`src/rtl/pe_pkg.sv`:
```
// Shared definitions for the parametrised PE group: mode codes, FSM states
// and the accumulator width rule.
package pe_pkg;

    localparam logic [1:0] MODE_SINGLE  = 2'd0;
    localparam logic [1:0] MODE_SPLIT   = 2'd1;
    localparam logic [1:0] MODE_STRIDE2 = 2'd2;

    typedef enum logic {
        ST_LOAD = 1'b0,
        ST_RUN  = 1'b1
    } state_t;

    // Wide enough that the sum of every product in the group cannot overflow.
    function automatic int unsigned acc_width(input int unsigned dw, input int unsigned ww,
                                              input int unsigned taps, input int unsigned rows);
        return dw + ww + $clog2(taps * rows);
    endfunction

endpackage

```
`src/rtl/pe_group_param_if.sv`:
```
// Weight-load, ifmap and result signals of one PE group.
interface pe_group_param_if #(
    parameter int unsigned DW    = 8,
    parameter int unsigned WW    = 8,
    parameter int unsigned ROWS  = 2,
    parameter int unsigned ACC_W = 20
);
    logic [1:0]            mode;
    logic                  clear;
    logic                  w_valid;
    logic [WW-1:0]         w_data;
    logic                  w_ready;
    logic                  w_loaded;
    logic                  in_valid;
    logic [ROWS*DW-1:0]    in_data;
    logic [ROWS*DW-1:0]    in_data_odd;
    logic                  out_valid;
    logic [ROWS*ACC_W-1:0] out_sum;

    modport master (
        output mode, clear, w_valid, w_data, in_valid, in_data, in_data_odd,
        input  w_ready, w_loaded, out_valid, out_sum
    );

    modport slave (
        input  mode, clear, w_valid, w_data, in_valid, in_data, in_data_odd,
        output w_ready, w_loaded, out_valid, out_sum
    );
endinterface

```
`src/rtl/pe_group_param_row.sv`:
```
// One row: sliding sample window, registered per-tap products and a
// registered row sum. Tap 0 holds the oldest sample.
module pe_row #(
    parameter int unsigned DW    = 8,
    parameter int unsigned WW    = 8,
    parameter int unsigned TAPS  = 5,
    parameter int unsigned ACC_W = 20
) (
    input  logic                    clk,
    input  logic                    rst_n,
    input  logic                    clear_i,
    input  logic                    shift_i,
    input  logic                    stride2_i,
    input  logic                    prod_en_i,
    input  logic [DW-1:0]           din_i,
    input  logic [DW-1:0]           din_odd_i,
    input  logic [TAPS*WW-1:0]      weights_i,
    output logic signed [ACC_W-1:0] row_sum_o
);
    localparam int unsigned PW = DW + WW;

    logic signed [DW-1:0]    win_q  [TAPS];
    logic signed [PW-1:0]    prod_d [TAPS];
    logic signed [PW-1:0]    prod_q [TAPS];
    logic signed [ACC_W-1:0] sum_d;
    logic signed [ACC_W-1:0] row_sum_q;

    // Window shift: one new sample, or an even/odd pair in stride-2 mode
    always_ff @(posedge clk or negedge rst_n) begin
        if (!rst_n) begin
            for (int k = 0; k < TAPS; k++) win_q[k] <= '0;
        end else if (clear_i) begin
            for (int k = 0; k < TAPS; k++) win_q[k] <= '0;
        end else if (shift_i) begin
            if (stride2_i) begin
                for (int k = 0; k < TAPS - 2; k++) win_q[k] <= win_q[k+2];
                win_q[TAPS-2] <= din_i;
                win_q[TAPS-1] <= din_odd_i;
            end else begin
                for (int k = 0; k < TAPS - 1; k++) win_q[k] <= win_q[k+1];
                win_q[TAPS-1] <= din_i;
            end
        end
    end

    always_comb begin
        sum_d = '0;
        for (int k = 0; k < TAPS; k++) begin
            prod_d[k] = PW'(win_q[k]) * PW'($signed(weights_i[k*WW +: WW]));
            sum_d     = sum_d + ACC_W'(prod_q[k]);
        end
    end

    // Products are zeroed for beats that do not produce a result
    always_ff @(posedge clk or negedge rst_n) begin
        if (!rst_n) begin
            for (int k = 0; k < TAPS; k++) prod_q[k] <= '0;
            row_sum_q <= '0;
        end else begin
            for (int k = 0; k < TAPS; k++) prod_q[k] <= prod_en_i ? prod_d[k] : '0;
            row_sum_q <= sum_d;
        end
    end

    assign row_sum_o = row_sum_q;
endmodule

```
`src/rtl/pe_group_param.sv`:
```
// PE group top: weight-load FSM, window fill tracking, result valid pipeline
// and the SINGLE/per-row output combine around ROWS pe_row instances.
module pe_group_param
    import pe_pkg::*;
#(
    parameter int unsigned DW    = 8,
    parameter int unsigned WW    = 8,
    parameter int unsigned TAPS  = 5,
    parameter int unsigned ROWS  = 2,
    parameter int unsigned ACC_W = acc_width(DW, WW, TAPS, ROWS)
) (
    input logic              clk,
    input logic              rst_n,
    pe_group_param_if.slave  bus
);
    localparam int unsigned NW     = ROWS * TAPS;
    localparam int unsigned IDX_W  = $clog2(NW);
    localparam int unsigned FILL_W = $clog2(TAPS + 3);

    state_t                  state_q, state_d;
    logic [IDX_W-1:0]        w_idx_q, w_idx_d;
    logic [1:0]              mode_q, mode_d;
    logic [FILL_W-1:0]       fill_q, fill_d;
    logic                    w_we_c, accept_c, v0_d, stride2_c;
    logic                    v0_q, v1_q, v2_q, out_valid_q;
    logic                    w_ready_q, w_loaded_q;
    logic [WW-1:0]           w_q [NW];
    logic [ROWS*ACC_W-1:0]   out_sum_q, out_sum_d;
    logic signed [ACC_W-1:0] row_sum [ROWS];
    logic signed [ACC_W-1:0] total_c;

    assign stride2_c = (mode_q == MODE_STRIDE2);

    // Next-state: clear dominates; LOAD counts weights, RUN tracks window fill
    always_comb begin
        state_d  = state_q;
        w_idx_d  = w_idx_q;
        mode_d   = mode_q;
        fill_d   = fill_q;
        w_we_c   = 1'b0;
        accept_c = 1'b0;
        v0_d     = 1'b0;
        if (bus.clear) begin
            state_d = ST_LOAD;
            w_idx_d = '0;
            fill_d  = '0;
        end else if (state_q == ST_LOAD) begin
            if (bus.w_valid) begin
                w_we_c = 1'b1;
                if (w_idx_q == IDX_W'(NW - 1)) begin
                    state_d = ST_RUN;
                    w_idx_d = '0;
                    mode_d  = bus.mode;
                end else begin
                    w_idx_d = w_idx_q + IDX_W'(1);
                end
            end
        end else if (bus.in_valid) begin
            accept_c = 1'b1;
            fill_d   = fill_q + (stride2_c ? FILL_W'(2) : FILL_W'(1));
            if (fill_d > FILL_W'(TAPS)) fill_d = FILL_W'(TAPS);
            v0_d     = (fill_d == FILL_W'(TAPS));
        end
    end

    always_ff @(posedge clk or negedge rst_n) begin
        if (!rst_n) begin
            state_q     <= ST_LOAD;
            w_idx_q     <= '0;
            mode_q      <= MODE_SINGLE;
            fill_q      <= '0;
            w_ready_q   <= 1'b1;
            w_loaded_q  <= 1'b0;
            v0_q        <= 1'b0;
            v1_q        <= 1'b0;
            v2_q        <= 1'b0;
            out_valid_q <= 1'b0;
            out_sum_q   <= '0;
            for (int i = 0; i < NW; i++) w_q[i] <= '0;
        end else begin
            state_q     <= state_d;
            w_idx_q     <= w_idx_d;
            mode_q      <= mode_d;
            fill_q      <= fill_d;
            w_ready_q   <= (state_d == ST_LOAD);
            w_loaded_q  <= (state_d == ST_RUN);
            v0_q        <= v0_d;
            v1_q        <= v0_q & ~bus.clear;
            v2_q        <= v1_q & ~bus.clear;
            out_valid_q <= v2_q & ~bus.clear;
            if (v2_q && !bus.clear) out_sum_q <= out_sum_d;
            if (w_we_c) w_q[w_idx_q] <= bus.w_data;
        end
    end

    for (genvar r = 0; r < ROWS; r++) begin : g_row
        logic [TAPS*WW-1:0] wrow;
        always_comb begin
            for (int k = 0; k < TAPS; k++) wrow[k*WW +: WW] = w_q[r*TAPS + k];
        end
        pe_row #(.DW(DW), .WW(WW), .TAPS(TAPS), .ACC_W(ACC_W)) u_row (
            .clk       (clk),
            .rst_n     (rst_n),
            .clear_i   (bus.clear),
            .shift_i   (accept_c),
            .stride2_i (stride2_c),
            .prod_en_i (v0_q),
            .din_i     (bus.in_data[r*DW +: DW]),
            .din_odd_i (bus.in_data_odd[r*DW +: DW]),
            .weights_i (wrow),
            .row_sum_o (row_sum[r])
        );
    end

    // SINGLE folds all rows into slice 0; other modes present one sum per row
    always_comb begin
        out_sum_d = '0;
        total_c   = '0;
        for (int r = 0; r < ROWS; r++) total_c = total_c + row_sum[r];
        if (mode_q == MODE_SINGLE) begin
            out_sum_d[0 +: ACC_W] = total_c;
        end else begin
            for (int r = 0; r < ROWS; r++) out_sum_d[r*ACC_W +: ACC_W] = row_sum[r];
        end
    end

    assign bus.w_ready   = w_ready_q;
    assign bus.w_loaded  = w_loaded_q;
    assign bus.out_valid = out_valid_q;
    assign bus.out_sum   = out_sum_q;
endmodule

```
`src/flat_wrapper.sv`:
```
// flat-port wrapper written by rule: the top's interface ports become plain ports
module pe_group_param_flat import pe_pkg::*;
#(
    parameter int unsigned DW    = 8,
    parameter int unsigned WW    = 8,
    parameter int unsigned TAPS  = 5,
    parameter int unsigned ROWS  = 2,
    parameter int unsigned ACC_W = acc_width(DW, WW, TAPS, ROWS)
)
  (clk, rst_n, bus_mode, bus_clear, bus_w_valid, bus_w_data, bus_in_valid, bus_in_data, bus_in_data_odd, bus_w_ready, bus_w_loaded, bus_out_valid, bus_out_sum);
  pe_group_param_if #(.DW(DW), .WW(WW), .ROWS(ROWS), .ACC_W(ACC_W)) bus_i ();
  input logic clk;
  input logic rst_n;
  input wire logic [$bits(bus_i.mode)-1:0] bus_mode;
  input wire logic [$bits(bus_i.clear)-1:0] bus_clear;
  input wire logic [$bits(bus_i.w_valid)-1:0] bus_w_valid;
  input wire logic [$bits(bus_i.w_data)-1:0] bus_w_data;
  input wire logic [$bits(bus_i.in_valid)-1:0] bus_in_valid;
  input wire logic [$bits(bus_i.in_data)-1:0] bus_in_data;
  input wire logic [$bits(bus_i.in_data_odd)-1:0] bus_in_data_odd;
  output wire logic [$bits(bus_i.w_ready)-1:0] bus_w_ready;
  output wire logic [$bits(bus_i.w_loaded)-1:0] bus_w_loaded;
  output wire logic [$bits(bus_i.out_valid)-1:0] bus_out_valid;
  output wire logic [$bits(bus_i.out_sum)-1:0] bus_out_sum;
  assign bus_i.mode = bus_mode;
  assign bus_i.clear = bus_clear;
  assign bus_i.w_valid = bus_w_valid;
  assign bus_i.w_data = bus_w_data;
  assign bus_i.in_valid = bus_in_valid;
  assign bus_i.in_data = bus_in_data;
  assign bus_i.in_data_odd = bus_in_data_odd;
  assign bus_w_ready = bus_i.w_ready;
  assign bus_w_loaded = bus_i.w_loaded;
  assign bus_out_valid = bus_i.out_valid;
  assign bus_out_sum = bus_i.out_sum;
  pe_group_param #(.DW(DW), .WW(WW), .TAPS(TAPS), .ROWS(ROWS), .ACC_W(ACC_W)) u_core (.clk(clk), .rst_n(rst_n), .bus(bus_i));
endmodule
```
`config.mk`:
```
export PLATFORM = sky130hd
export DESIGN_NAME = pe_group_param_flat
export DESIGN_NICKNAME = d
export VERILOG_FILES = /design/src/rtl/pe_pkg.sv /design/src/rtl/pe_group_param_if.sv /design/src/rtl/pe_group_param_row.sv /design/src/rtl/pe_group_param.sv /design/src/flat_wrapper.sv
export SDC_FILE = /design/constraint.sdc
export NUM_CORES = 2
export LEC_CHECK = 0
export ABC_AREA = 1
export ABC_CLOCK_PERIOD_IN_PS = 4850
export CELL_PAD_IN_SITES_DETAIL_PLACEMENT = 1
export CELL_PAD_IN_SITES_GLOBAL_PLACEMENT = 1
export CORE_UTILIZATION = 25
export DETAILED_ROUTE_END_ITERATION = 7
export DONT_BUFFER_PORTS = 1
export HOLD_SLACK_MARGIN = 0.1
export PLACE_DENSITY_LB_ADDON = 0.12
export REMOVE_ABC_BUFFERS = 1
export SYNTH_ARGS = -nofsm -noshare
export SYNTH_HDL_FRONTEND = slang
export SYNTH_SLANG_ARGS = --single-unit
export TNS_END_PERCENT = 10
```
`constraint.sdc`:
```
create_clock -name clk -period 4.85 [get_ports clk]
set_input_delay 0.2425 -clock clk [delete_from_list [all_inputs] [get_ports clk]]
set_output_delay 0.2425 -clock clk [all_outputs]
set_load 0.1 [all_outputs]
```
==> results.toml <==
[status]
outcome = "complete, no violations"

[final_layout]
area_delta_synth_final_pct = 12.95
final_common_cell = "inv_1"
drive_above_1_share = 0.04489
mostFrequentLayoutCells = "inv_1 (1636), nand2_1 (1169), fa_1 (652)"
final_net_count = 6813
stdcell_count = 8280

[power_and_ir_drop]
sw_frac_of_total = 0.2990
p_int_mw = 7.060
powerDensity_mw_per_mm2 = 192.8
leakage_nw = 29.85
peakVddDrop_mv = 0.2259
pwr-share-seq = 0.374
pwr-share-comb = 0.111
switching_power_mw = 3.011
power_frac_clock = 0.515
finalPower_mw = 10.07

[synthesis]
ys_seq_area_frac = 0.2246
post_synth_num_cell_types = 41
syn-cell-area_mm2 = 0.04625
ys_warn_count = 0
syn_inst = 5757
ys_async_sr_fraction = 1.000
synth_edf_count = 0
synthFlopType = "dfrtp_1"
synth-seq-cells = 415
syn_avg_cell_area_um2 = 8.033

[clock_tree]
cts_buffers = 67
root_buffer = "clkbuf_16"
cts_sinks = 415
insertion_delay_ns = 0.70
cts.path.max_buffers = 3
postCtsSetupBuffers = 0
h-tree-depth = 3
cts_tree = "done"
clk_pin_slew_ns = 0.05

[timing]
fin_hold_ws_ns = 0.1378
tns_ns = 0
fmax_mhz = 217.3
rsz0062_at_grt = "no"
setup_ws_ns = 0.2472
fin_crit_sh = 0.9490
period_needed_ns = 4.603
final-hold-violation-count = 0
drv_slew = 0
setup_violations = 0
worst_pin_slew_ns = 1.113
skew_ns = 0.03784
max_slew_margin = 0.2582

[worst_setup_path]
cp.required_ns = 5.41
cp_max_fo = 11
regToRegStartpoint = "u_core.g_row[0].u_row.win_q[13]$_DFFE_PN0P_"
cpMostUsedCell = "fa_1"
r2r.worst_path.cells = 15
start_kind = "flip-flop"
crit_path_top_delay_cell = "dfrtp_1"
criticalPathCategory = "flip-flop to flip-flop"
r2r_end = "u_core.g_row[0].u_row.prod_q[29]$_DFF_PN0_"
path_cells = "nand2_1 > fa_1 > inv_1 > fa_1 > fa_1 > inv_1 > fa_1 > inv_1 > ha_1 > a21o_1 > a21oi_1 > o21ai_0 > a21oi_1 > xor2_1 > nor2_1"
arrival_ns = 5.17
r2r_slack_ns = 0.25
crit_path_end_kind = "flip-flop"
worst_path_largest_cell_delay_ns = 0.73

[global_routing]
use_met3 = 0.02087
grt_pass1_vias = 37994
grt_usage = 0.1684
grt_busiest_layer = "met2"
grt_overflow_total = 0
grt_max_degree = 416
antenna_found_initial = 14
use_met2 = 0.2664
grt_pass1_wl_um = 236600
grt_use_met1 = 0.2437

[route]
dr.pass1.iters = 6
antenna_left = 0
routed_via_density = 4.203
vias = 34801
wirelength_um = 154100
drtIter0Drc = 1560
route.detailed.drc = 0
wl_per_cell_um = 18.61

[place]
dp_slack_ns = 0.2356
place_hpwl_um = 123200
portBuffers = 0
place_inst = 8104
gp_congestion = 0.8048

[floorplanning]
core_area_mm2 = 0.1835
io_pins = 90
die_w_um = 432.1
num_rows = 157
initial_core_util = 0.2521
die_height_um = 432.1
dieArea_mm2 = 0.1867

[hold_path]
hold_path_class = "input pin to async pin"

[job]
max_cap_violations = 0
synthesized netlist by cell type (3+ instances only):
master    instances  area share
or2_2            11      0.0015
xnor2_1          68       0.013
inv_1          1636        0.13
a31oi_1          18      0.0024
o211ai_1          6     0.00097
o21a_1            3     0.00049
ha_1            350       0.095
xor2_1           60       0.011
o22ai_1          10      0.0014
a21o_1           34      0.0055
o21ai_2          11      0.0021
buf_1             5     0.00041
nand4_1          19      0.0026
nor3_1           28      0.0030
clkbuf_1        209       0.017
o21bai_1         31      0.0050
o31ai_1           4     0.00065
o21ai_1           7     0.00076
nor2_1          319       0.026
inv_2             4     0.00032
nand2_2           3     0.00041
fa_1            652        0.28
nand3_1         129       0.014
and2_1            4     0.00054
o221ai_1          3     0.00057
buf_2             3     0.00032
nand2_1        1170       0.095
a21oi_1         192       0.021
buf_6             4     0.00097
dfrtp_1         414        0.22
o21ai_0         337       0.036
worst max-delay path: cells and delay by family, from the launching register on:
kind / cells / cell delay, ns
flops: 1 / 0.73
xor+xnor: 1 / 0.17
compound gates: 4 / 0.82
simple gates: 2 / 0.22
buf+inv: 3 / 0.15
fa+ha+maj: 5 / 2.37
layout make-up:
type,instances,area (um^2)
tap,2464,3083
clock inverter,29,405.4
multi-input combinational,3480,28870
inverter,1641,6161
sequential,415,10390
antenna,2,5.005
fill,21884,131200
timing repair buffer,159,1409
clock buffer,90,1916
layer usage:
metal	vias up	part of all wire
met5	-	0
met4	0	0.020
met3	136	0.029
met2	410	0.45
met1	17404	0.51
li1	16851	-
state kept, by name (all words and copies together), names as in the netlist, 2 cells and up:
| register | cells |
|---|---|
| u_core.mode_q | 2 |
| u_core.g_row.u_row.row_sum_o | 40 |
| u_core.g_row.u_row.prod_q | 160 |
| u_core.bus.out_sum | 40 |
| u_core.fill_q | 3 |
| u_core.w_idx_q | 4 |
| u_core.g_row.u_row.win_q | 80 |
| u_core.g_row.wrow | 80 |
through the flow:
stage	area [um^2]	util
global placement	49300	0.2687
CTS	52130	0.2841
finish	52240	0.2847
floorplan	45380	-
detailed placement	49300	0.2687
global route	52240	0.2847
timing repair:
action                                 CTS  global route
endpoints found under the hold margin  560           414
setup endpoints to repair                0             5
gates resized for setup                  0             5
hold buffers                            51             2
cell families (layout without fill, tap and decap cells):
family | after synthesis | after routing | synth area share
fa+ha+maj | 1002 | 1002 | 0.3769
mux | 1 | 1 | 0.0002435
flops | 415 | 415 | 0.2246
compound gates | 659 | 659 | 0.07770
other cells | 0 | 2 | 0
simple gates | 1690 | 1690 | 0.1445
buf+inv | 1862 | 1919 | 0.1519
xor+xnor | 128 | 128 | 0.02424
worst max path at each step:
stage / cells past startpoint / from / slack, ns / end
global placement: 18 / u_core.g_row[1].u_row.win_q[9]$_DFFE_PN0P_ / 0.26 / u_core.g_row[1].u_row.prod_q[28]$_DFF_PN0_
floorplan: 9 / u_core.mode_q[0]$_DFFE_PN0P_ / -0.17 / u_core.fill_q[0]$_DFFE_PN0P_
global route: 15 / u_core.g_row[1].wrow[27]$_DFFE_PN0P_ / 0.02 / u_core.g_row[1].u_row.prod_q[31]$_DFF_PN0_
CTS: 20 / u_core.g_row[0].u_row.win_q[21]$_DFFE_PN0P_ / 0.19 / u_core.g_row[0].u_row.prod_q[44]$_DFF_PN0_
finish: 15 / u_core.g_row[0].u_row.win_q[13]$_DFFE_PN0P_ / 0.25 / u_core.g_row[0].u_row.prod_q[29]$_DFF_PN0_
detailed placement: 18 / u_core.g_row[1].u_row.win_q[9]$_DFFE_PN0P_ / 0.24 / u_core.g_row[1].u_row.prod_q[28]$_DFF_PN0_
power by group through the flow:
| stage | clock network, mW | registers (mW) | logic (mW) |
|---|---|---|---|
| after global routing | 5.49 | 3.79 | 1.30 |
| after CTS | 5.39 | 3.77 | 1.06 |
| final | 5.19 | 3.77 | 1.12 |
| after global placement | 0 | 3.83 | 1.01 |
| after detailed placement | 0 | 3.83 | 1.03 |
| after floorplan | 0 | 3.75 | 0.702 |
Note: power is estimated with default switching activity, not from simulation.
